===== config.mk =====
export PLATFORM = sky130hd
export DESIGN_NAME = uart_rx_fifo
export DESIGN_NICKNAME = d
export VERILOG_FILES = /design/src/rtl/uart_pkg.sv /design/src/rtl/uart_rx_timeout.sv /design/src/rtl/uart_rx_fifo.sv
export SDC_FILE = /design/constraint.sdc
export NUM_CORES = 1
export LEC_CHECK = 0
export CORE_ASPECT_RATIO = 0.7
export CORE_MARGIN = 4
export CORE_UTILIZATION = 45
export DETAILED_ROUTE_END_ITERATION = 8
export DONT_BUFFER_PORTS = 1
export SETUP_SLACK_MARGIN = 0.15
export SYNTH_ARGS = -nofsm -noshare
export SYNTH_HDL_FRONTEND = slang
export SYNTH_HIERARCHICAL = 1
export SYNTH_SLANG_ARGS = --single-unit

===== constraint.sdc =====
create_clock -name clk_i -period 3.33 [get_ports clk_i]
set_input_delay 0.8325 -clock clk_i [delete_from_list [all_inputs] [get_ports clk_i]]
set_output_delay 0.8325 -clock clk_i [all_outputs]
set_load 0.05 [all_outputs]

===== src/rtl/uart_pkg.sv =====
// Shared UART definitions: character width, receive-entry payload and default FIFO depth.
package uart_pkg;

  localparam int unsigned UART_DATA_W        = 9;
  localparam int unsigned UART_RX_FIFO_DEPTH = 16;

  typedef struct packed {
    logic                   err;
    logic [UART_DATA_W-1:0] data;
  } rx_entry_t;

endpackage


===== src/rtl/uart_rx_timeout.sv =====
// Receive idle timeout: counts idle cycles while the FIFO holds data and raises a sticky flag.
module uart_rx_timeout
  import uart_pkg::*;
(
  input  logic        clk_i,
  input  logic        rst_ni,
  input  logic        clear_i,
  input  logic        empty_i,
  input  logic        push_i,
  input  logic        pop_i,
  input  logic [15:0] timeout_i,
  output logic        timeout_o
);

  logic [15:0] cnt_q, cnt_d;
  logic        flag_q, flag_d;

  always_comb begin
    cnt_d  = cnt_q;
    flag_d = flag_q;
    if (clear_i || push_i || pop_i || empty_i) begin
      cnt_d = '0;
    end else if (cnt_q != 16'hFFFF) begin
      cnt_d = cnt_q + 16'(1);
    end
    if (timeout_i != '0 && cnt_d >= timeout_i) begin
      flag_d = 1'b1;
    end
    // Pop or flush acknowledges the timeout; a push alone only restarts the count.
    if (clear_i || pop_i) begin
      flag_d = 1'b0;
    end
  end

  always_ff @(posedge clk_i or negedge rst_ni) begin
    if (!rst_ni) begin
      cnt_q  <= '0;
      flag_q <= 1'b0;
    end else begin
      cnt_q  <= cnt_d;
      flag_q <= flag_d;
    end
  end

  assign timeout_o = flag_q;

endmodule


===== src/rtl/uart_rx_fifo.sv =====
// UART receive FIFO (first-word-fall-through) with level, overflow and watermark interrupt.
// Define UART_RX_FIFO_TIMEOUT_EN to add the idle-timeout ports and interrupt source.
module uart_rx_fifo
  import uart_pkg::*;
#(
  parameter int unsigned DEPTH  = UART_RX_FIFO_DEPTH,
  parameter int unsigned DATA_W = UART_DATA_W
) (
  input  logic                     clk_i,
  input  logic                     rst_ni,
  input  logic [DATA_W-1:0]        rx_data_i,
  input  logic                     rx_rdy_i,
  input  logic                     rx_err_i,
  input  logic                     rd_en_i,
  output logic [DATA_W-1:0]        rd_data_o,
  output logic                     rd_err_o,
  output logic                     empty_o,
  output logic                     full_o,
  output logic [$clog2(DEPTH):0]   level_o,
  output logic                     overflow_o,
  input  logic                     clear_i,
  input  logic [$clog2(DEPTH):0]   watermark_i,
`ifdef UART_RX_FIFO_TIMEOUT_EN
  input  logic [15:0]              timeout_i,
  output logic                     timeout_o,
`endif
  output logic                     irq_o
);

  localparam int unsigned AW = $clog2(DEPTH);
  localparam int unsigned PW = AW + 1;

  logic          rdy_q, rdy_d;
  logic [PW-1:0] wr_ptr_q, wr_ptr_d, rd_ptr_q, rd_ptr_d, level_q, level_d;
  logic          empty_q, empty_d, full_q, full_d, overflow_q, overflow_d;
  logic          rdy_rise, push_ok, pop_ok, timeout_irq;
  rx_entry_t     mem_q [DEPTH];
  rx_entry_t     head;

  // Next-state: one push per ready rising edge; a pop frees room for a push into a full FIFO.
  always_comb begin
    rdy_d      = rx_rdy_i;
    rdy_rise   = rx_rdy_i & ~rdy_q;
    pop_ok     = rd_en_i & ~empty_q;
    push_ok    = rdy_rise & (~full_q | pop_ok);
    wr_ptr_d   = wr_ptr_q;
    rd_ptr_d   = rd_ptr_q;
    overflow_d = overflow_q | (rdy_rise & full_q & ~pop_ok);
    if (push_ok) wr_ptr_d = wr_ptr_q + PW'(1);
    if (pop_ok)  rd_ptr_d = rd_ptr_q + PW'(1);
    if (clear_i) begin
      wr_ptr_d   = '0;
      rd_ptr_d   = '0;
      overflow_d = 1'b0;
    end
    level_d = wr_ptr_d - rd_ptr_d;
    empty_d = (wr_ptr_d == rd_ptr_d);
    full_d  = (wr_ptr_d[AW] != rd_ptr_d[AW]) && (wr_ptr_d[AW-1:0] == rd_ptr_d[AW-1:0]);
  end

  // rdy_q resets high so a ready level already present at reset release is not a push.
  always_ff @(posedge clk_i or negedge rst_ni) begin
    if (!rst_ni) begin
      rdy_q      <= 1'b1;
      wr_ptr_q   <= '0;
      rd_ptr_q   <= '0;
      level_q    <= '0;
      empty_q    <= 1'b1;
      full_q     <= 1'b0;
      overflow_q <= 1'b0;
    end else begin
      rdy_q      <= rdy_d;
      wr_ptr_q   <= wr_ptr_d;
      rd_ptr_q   <= rd_ptr_d;
      level_q    <= level_d;
      empty_q    <= empty_d;
      full_q     <= full_d;
      overflow_q <= overflow_d;
    end
  end

  always_ff @(posedge clk_i) begin
    if (push_ok && !clear_i) begin
      mem_q[wr_ptr_q[AW-1:0]] <= '{err: rx_err_i, data: UART_DATA_W'(rx_data_i)};
    end
  end

`ifdef UART_RX_FIFO_TIMEOUT_EN
  uart_rx_timeout u_timeout (
    .clk_i     (clk_i),
    .rst_ni    (rst_ni),
    .clear_i   (clear_i),
    .empty_i   (empty_q),
    .push_i    (push_ok),
    .pop_i     (pop_ok),
    .timeout_i (timeout_i),
    .timeout_o (timeout_o)
  );
  assign timeout_irq = timeout_o;
`else
  assign timeout_irq = 1'b0;
`endif

  always_comb begin
    head      = mem_q[rd_ptr_q[AW-1:0]];
    rd_data_o = DATA_W'(head.data);
    rd_err_o  = head.err;
    irq_o     = overflow_q | ((watermark_i != '0) && (level_q >= watermark_i)) | timeout_irq;
  end

  assign empty_o    = empty_q;
  assign full_o     = full_q;
  assign level_o    = level_q;
  assign overflow_o = overflow_q;

endmodule


# Yosys cells after proc, flatten, opt, wreduce, memory -nomap -nowiden
# Memory sizes are Yosys's and may differ from the RTL's.
# Index checks and enable logic that the tools add are counted.
# totals
elab_cells,39
register_bits,19
mem_bits_rw,160
output_inout_bits,19
memories,1
# mem_list
memory,depth,width,read_ports,rd_ports_with_merged_regs,wr,line,source
mem_q,16,10,1,0,1,uart_rx_fifo.sv:37,rx_entry_t mem_q [DEPTH];
# classes
addsub,3
magnitude_cmp,1
muxes,7
reduce_logical,5
n_bitwise,12
eq_ne,3
# ops
operator,count
$mux 5,4
$add 5x1->5 const B,2
$and 1x1->1,5
$eq 5x5->1,1
$ge 5x5->1,1
$reduce_bool 5->1,1
$sub 5x5->5,1
$eq 4x4->1,1
$not 1->1,4
$logic_and 1x1->1,3
$mux 1,3
$or 1x1->1,3
$logic_not 1->1,1
$ne 1x1->1,1

# Longest topological paths before layout
# Gate-level depths: netlist of run 1.
# logic_depth
depth_word,8
mapped_depth,11
ltp_nobuf,10

# Least setup slack after synthesis of run 1
# OpenSTA, ideal clock, no wires.
# synth_timing
path_type,in2out
startpoint,input port watermark_i[0]
endpoint,output port irq_o
arrival_ns,2.241
stages,7
n_path_buf,0
required_ns,2.497
slack_ns,0.256
cell_sequence,ha_1 nand2b_1 a21o_1 a21oi_1 nor2b_1 o21ai_0 a21oi_1
# synth_via
elab_chain_cells,3
# synth_lines
element,line,source
"start, declared",uart_rx_fifo.sv:22,"input logic [$clog2(DEPTH):0] watermark_i,"
$ge 5x5->1 / $reduce_bool 5->1 (equally long branches),uart_rx_fifo.sv:108,irq_o = overflow_q | ((watermark_i != '0) && (level_q >= watermark_i)) | timeout_irq;
$logic_and 1x1->1 *,uart_rx_fifo.sv:108,
$or 1x1->1 *,uart_rx_fifo.sv:108,
"end, declared",uart_rx_fifo.sv:27,output logic irq_o
# Every way passes the cells marked *; elsewhere a longest branch is shown, timed or not.

# Final worst setup path of run 1
# layout_timing
startpoint,register rd_ptr_q[0]
endpoint,output port rd_data_o[6]
# layout_via
elab_chain_cells,1
# layout_lines
element,line,source
"start, declared",uart_rx_fifo.sv:34,"logic [PW-1:0] wr_ptr_q, wr_ptr_d, rd_ptr_q, rd_ptr_d, level_q, level_d;"
"start signal, assigned",uart_rx_fifo.sv:74,rd_ptr_q <= rd_ptr_d;
$mem_v2 16x10,n/a,
"end, declared",uart_rx_fifo.sv:15,"output logic [DATA_W-1:0] rd_data_o,"
# No other way between the ends.

==> impl_metrics.json, run 1 <==
{
  "status": "finished, final reports clean",
  "syn_nets": 421,
  "fin_hold_ws_ns": 0.09291,
  "clk_pin_slew_ns": 0.07,
  "yosysTopAreaCell": "edfxtp_1",
  "tightest_slew_ns": 1.128,
  "fin_util_pct": 55.51,
  "initial_core_util_pct": 46.57,
  "root_buffer": "clkbuf_16",
  "endpoint": "rd_data_o[6]",
  "cap_viol_max_count": 0,
  "timing.slew.headroom_pct": 24.83,
  "first_iter_violations": 345,
  "die_w_um": 160.3,
  "placed_area_um2": 7769,
  "wl_per_cell_um": 23.77,
  "grt_pass1_wl_mm": 22.93,
  "synth_cells": 386,
  "finalCritPeriodShare_pct": 95.14,
  "cts_buffers": 17,
  "timing.rr.start": "rd_ptr_q[0]",
  "layout-drive-gt1-share_pct": 33.78,
  "num_antenna_cells": 0,
  "wirelength_met1_mm": 7.091,
  "finalWorstSetupSlack_ns": 0.1619,
  "yosys_warnings": 6,
  "core_um2": 15690,
  "wl_met3_mm": 1.060,
  "synth.area.top_cells": "edfxtp_1, mux4_2, dfrtp_1",
  "routed.top_layer": "met4",
  "p_per_area_nw_per_um2": 607.5,
  "antenna_found_initial": 0,
  "synth_top_family_by_area": "multiplexers",
  "start_kind": "register",
  "synthAdderAreaFrac_pct": 2.671,
  "dp_slack_ns": 0.4593,
  "crit_required_ns": 2.50,
  "grt_pass1_vias": 3670,
  "peakVddDrop_mv": 0.3296,
  "reg2reg_depth": 11,
  "synth-compound-area-share_pct": 2.877,
  "hold_viol_final": 0,
  "final-setup-viol-count": 0,
  "clockBufferDepth": 2,
  "cp.arrival_ns": 2.34,
  "switching_share_pct": 25.60,
  "drtAntennaViolNets": 0,
  "drc": 0,
  "setup.worst_path.start": "rd_ptr_q[0]",
  "htree_levels": 4,
  "rows": 38,
  "combPwrFrac_pct": 15.0,
  "ys_seq_area_share_pct": 72.29,
  "synth_area_um2": 7307,
  "fin_crit_ns": 3.168,
  "synth_top_area_share_pct": 65.75,
  "synthSimpleGateAreaFrac_pct": 4.658,
  "rsz0062_at_grt": "yes",
  "dr_wl_met2_mm": 7.102,
  "leakage_nw": 2.950,
  "setup_tns_ns": 0,
  "ys_seq_elements": 179,
  "grt_usage_pct": 17.46,
  "overflow": 0,
  "vias_per_cell": 5.575,
  "min_path_type": "in -> async",
  "fillCellCount": 1175,
  "power_frac_clock_pct": 36.5,
  "dpl.hpwl_mm": 9.357,
  "num_vias": 3607,
  "syn_to_final_growth_pct": 19.20,
  "final_area_um2": 8710,
  "path_max_fanout": 6,
  "final_max_slew_viol_count": 0,
  "intPower_w": 0.003937,
  "cts_tree": "done",
  "routed_wl_mm": 15.38,
  "cts_sinks": 179,
  "crit_type": "reg -> out",
  "muxShareOfSynthArea_pct": 13.84,
  "ys_types": 30,
  "timing.fmax_mhz": 315.6,
  "final_net_count": 469,
  "cp-end-kind": "output pin",
  "io_buffer_count": 0,
  "place_congestion": 0.7764,
  "ff2ff_setup_slack_ns": 0.63,
  "pwr-share-seq_pct": 48.5,
  "io_pins": 39,
  "grt_max_degree": 44,
  "power.switching_w": 0.001355,
  "firstDrtPassIters": 4,
  "insertion_delay_ns": 0.43,
  "synth_xor_area_share_pct": 1.438,
  "die_y_um": 114.6,
  "rr_endpoint": "level_o[4]",
  "dieArea_um2": 18370,
  "syn_area_per_cell_um2": 18.93,
  "fin_skew_ns": 0.007203
}
[logic make-up after synthesis]
family / after synthesis
AO/OA/AOI/OAI: 31
XOR/XNOR: 12
adder cells (fa/ha/maj): 15
buffers and inverters: 32
flip-flops: 179
multiplexers: 51
AND/OR/NAND/NOR: 66
[worst min path at each step]
stage | endpoint | start | cells after the start | slack [ns]
3_5_place_dp | full_o | rst_ni | 0 | 0.54
3_3_place_gp | wr_ptr_q[4] | rst_ni | 0 | 0.54
5_1_grt | wr_ptr_q[0] | rst_ni | 0 | 0.07
2_1_floorplan | rd_ptr_q[4] | rd_ptr_q[4] | 2 | 0.51
6_report | full_o | rst_ni | 0 | 0.09
4_1_cts | full_o | rst_ni | 0 | 0.07
[metrics by stage]
stage	instances	total power, W
3_5_place_dp	604	0.003230
6_report	647	0.005292
2_1_floorplan	386	0.003082
4_1_cts	640	0.005210
5_1_grt	647	0.005500
3_3_place_gp	604	0.003223
[timing repair]
| action | 4_1_cts | 5_1_grt |
|---|---|---|
| hold buffers | 0 | 0 |
| resized for setup | 5 | 35 |
| setup endpoints to repair | 9 | 10 |
| pin swaps | 1 | 7 |
| buffers inserted | 2 | 4 |
| gates cloned | 2 | 3 |
[critical path: stages (launching register included)]
cell and delay (ns):
dfrtp_2 0.38, buf_12 0.14, buf_8 0.12, buf_16 0.12
mux4_2 0.54, a211oi_4 0.30, a21oi_2 0.08, buf_6 0.21
[layout make-up]
class / count / area, µm² / area share, %
flip-flops and latches: 179 / 5284 / 60.67
multi-input cells: 175 / 1996 / 22.91
repair buffers: 47 / 550.5 / 6.321
clock buffers: 17 / 425.4 / 4.884
well taps: 200 / 250.2 / 2.873
clock inverters: 15 / 151.4 / 1.738
inverters: 14 / 52.55 / 0.6034
[metal layers]
metal,track usage (%),vias up
li1,-,1612
met1,25.65,1866
met2,26.18,117
met3,4.606,12
met4,4.814,0
met5,0,-
[sequential cells by signal, indices dropped and copies added (netlist names)]
signal / count
overflow_o: 1
rd_ptr_q: 5
full_o: 1
mem_q: 160
level_o: 5
empty_o: 1
rdy_q: 1
wr_ptr_q: 5
[synth_stat cells (all sizes together)]
master   number
or4           1
xor2          7
a211oi       10
mux2i        11
o21ai         1
ha           14
nor2b        12
buf          10
inv          14
nand2b        5
or2           4
nand2         8
edfxtp      160
fa            1
nor2         25
nor3          6
clkbuf        8
xnor2         5
and2b         1
dfstp         2
nand4         4
a21o          3
a2111oi       1
dfrtp        17
a21oi        16
mux4         40
[power by group through the flow]
stage                     Clock [W]  Sequential (W)  Combinational, W
after floorplan                   0         0.00262          0.000458
after global placement            0         0.00262          0.000603
after detailed placement          0         0.00262          0.000609
after CTS                   0.00197         0.00257          0.000665
after global routing        0.00209         0.00257          0.000843
final                       0.00193         0.00257          0.000791
[cells in the final DEF (no fill, tap or decap), types with 2 or more instances in the layout]
| cell | instances |
|---|---|
| nor2_1 | 25 |
| nand2b_1 | 4 |
| ha_1 | 14 |
| nand2_1 | 7 |
| a21oi_1 | 10 |
| clkinvlp_4 | 4 |
| nor2b_1 | 7 |
| nor3_1 | 6 |
| inv_8 | 2 |
| dfrtp_1 | 16 |
| a21o_1 | 3 |
| mux4_2 | 40 |
| clkinv_4 | 2 |
| clkbuf_16 | 20 |
| a211oi_2 | 9 |
| mux2i_1 | 9 |
| nor2b_4 | 5 |
| inv_1 | 14 |
| or2_2 | 4 |
| buf_6 | 6 |
| edfxtp_1 | 160 |
| buf_12 | 6 |
| a21oi_2 | 6 |
| buf_4 | 29 |
| nand4_1 | 4 |
| xor2_1 | 7 |
| xnor2_1 | 5 |
| buf_16 | 2 |
| inv_6 | 3 |
| dfstp_2 | 2 |
(Power assumes the default switching activity.)
==> run 2, diff against run 1 <==
Settings changed: CORE_UTILIZATION 45 to 60, PLACE_DENSITY set to 0.76, TNS_END_PERCENT set to 10.
==> run 2 against run 1 <==
Clock power is 4% higher. Utilization up 16 points. Worst hold slack improved by 0.0087 ns. Clock-buffer cell count did not move. Worst setup slack improved by 0.024 ns. Cell count fell by 6.3%. Clock skew barely moved. Non-clock buffer count increased by 2. Critical path type unchanged. Via count increased by 4.0%. Critical path depth down 1. Sequential share of layout area grew 1.7 points.
==> impl_metrics.json, run 2 (synthesis results as in run 1) <==
{
  "cts_hold_buf": 0,
  "firstDrtPassIters": 5,
  "layout_common_cells": "edfxtp_1, buf_4, mux4_2",
  "endpoint": "rd_data_o[4]",
  "overflow": 0,
  "grt_usage_pct": 23.02,
  "io_buffer_count": 0,
  "num_antenna_cells": 0,
  "cp-end-kind": "output pin",
  "path_max_fanout": 12,
  "leakage_nw": 2.910,
  "grt_max_degree": 29,
  "fin_skew_ns": 0.007041,
  "final_net_count": 471,
  "final-setup-viol-count": 0,
  "die_w_um": 139.9,
  "rsz0062_at_grt": "yes",
  "insertion_delay_ns": 0.42,
  "clk_pin_slew_ns": 0.07,
  "grt_pass1_vias": 3815,
  "reg2reg_depth": 9,
  "syn_to_final_growth_pct": 16.01,
  "timing.rr.start": "empty_o",
  "initial_core_util_pct": 61.88,
  "pwr-share-seq_pct": 49.0,
  "rows": 33,
  "multi_input_area_um2": 1877,
  "finalCritPeriodShare_pct": 94.42,
  "cp.arrival_ns": 2.31,
  "switching_share_pct": 25.88,
  "largest_reg_flops": 160,
  "crit_required_ns": 2.50,
  "cp_cell_sequence": "buf_12, buf_16, mux4_2, a211oi_1, a21oi_1, buf_4",
  "drtAntennaViolNets": 0,
  "cts_buffers": 17,
  "tightest_slew_ns": 0.5937,
  "crit_type": "reg -> out",
  "antenna_found_initial": 0,
  "first_iter_violations": 404,
  "seqCellArea_um2": 5285,
  "cap_viol_max_count": 0,
  "die_y_um": 100.3,
  "htree_levels": 4,
  "setup.worst_path.start": "rd_ptr_q[0]",
  "grt_pass1_wl_mm": 23.30,
  "vias_per_cell": 6.193,
  "hold_viol_final": 0,
  "clockBufferDepth": 2,
  "cts_tree": "done",
  "fillCellCount": 710,
  "rr_endpoint": "level_o[4]",
  "min_path_type": "in -> async",
  "timing.fmax_mhz": 318.0,
  "wl_per_cell_um": 24.89,
  "setup_tns_ns": 0,
  "peakVddDrop_mv": 0.5287,
  "critical_path_buf_inv_count": 3,
  "root_buffer": "clkbuf_16",
  "intPower_w": 0.003902,
  "core_um2": 11810,
  "finalPower_w": 0.005264,
  "ff2ff_setup_slack_ns": 0.73,
  "place_congestion": 0.7791,
  "status": "finished, final reports clean",
  "p_per_area_nw_per_um2": 621.0,
  "start_kind": "register",
  "cp.depth": 6,
  "timing.slew.headroom_pct": 60.42,
  "crit_slowest_cell": "mux4_2",
  "cts_sinks": 179,
  "fin_crit_ns": 3.144,
  "dieArea_um2": 14040,
  "layout-drive-gt1-share_pct": 30.07,
  "io_pins": 39,
  "final_common_cell": "edfxtp_1",
  "power_frac_clock_pct": 38.2,
  "routed_wl_mm": 15.09,
  "num_vias": 3753,
  "crit_family": "buffers and inverters",
  "worst_path_largest_cell_delay_ns": 0.51,
  "drc": 0,
  "dpl.hpwl_mm": 9.263,
  "power.switching_w": 0.001362,
  "combPwrFrac_pct": 12.8,
  "final_max_slew_viol_count": 0
}
## run 2: cell types whose count changed in the layout (fill, tap and decap cells not counted), sizes merged
cell / delta
clkinvlp: -4
buf: +5
inv: +4
clkbuf: -3
## run 2: stage by stage
step           setup slack [ns]  utilization (%)  instance area (µm²)  hold slack [ns]  cells
2_1_floorplan            0.2561                -                 7307           0.5130    386
3_3_place_gp             0.5333            65.48                 7732           0.5369    565
3_5_place_dp             0.4701            65.48                 7732           0.5375    565
4_1_cts                  0.1295            71.57                 8452          0.08762    605
5_1_grt                 0.05437            71.78                 8477          0.08076    606
6_report                 0.1857            71.78                 8477           0.1016    606
## run 2: layout make-up
cell class | count | share of cell area [%]
Inverter | 14 | 0.6199
Tap cell | 157 | 2.317
Clock inverter | 15 | 2.199
Clock buffer | 17 | 5.018
Sequential cell | 179 | 62.35
Multi-Input combinational cell | 175 | 22.14
Timing Repair Buffer | 49 | 5.358
## run 2: repair_timing
action,CTS,global route
resized for setup,2,4
endpoints found under the setup margin,7,9
setup buffers,7,1
gates cloned,1,0
## run 2: worst min-delay path by stage
stage | end | slack, ns | depth (start not counted)
global route | rd_ptr_q[3] | 0.08 | 0
floorplan | rd_ptr_q[4] | 0.51 | 2
global placement | wr_ptr_q[4] | 0.54 | 0
finish | rd_ptr_q[3] | 0.10 | 0
CTS | wr_ptr_q[4] | 0.09 | 0
detailed placement | wr_ptr_q[4] | 0.54 | 0
## run 2: per-layer routing
layer	vias to the layer above	part of all wire, %	track usage (%)
met5	-	0	0
li1	1623	-	-
met3	22	7.5	5.333
met1	1932	41	32.52
met2	176	50	36.98
met4	0	1.7	6.478
## run 2: power groups by stage
stage	logic [W]	clock network (W)	registers, W
floorplan	0.000458	0	0.00262
global placement	0.000583	0	0.00263
detailed placement	0.000595	0	0.00263
CTS	0.000666	0.00204	0.00258
global route	0.000722	0.00215	0.00258
finish	0.000675	0.00201	0.00258
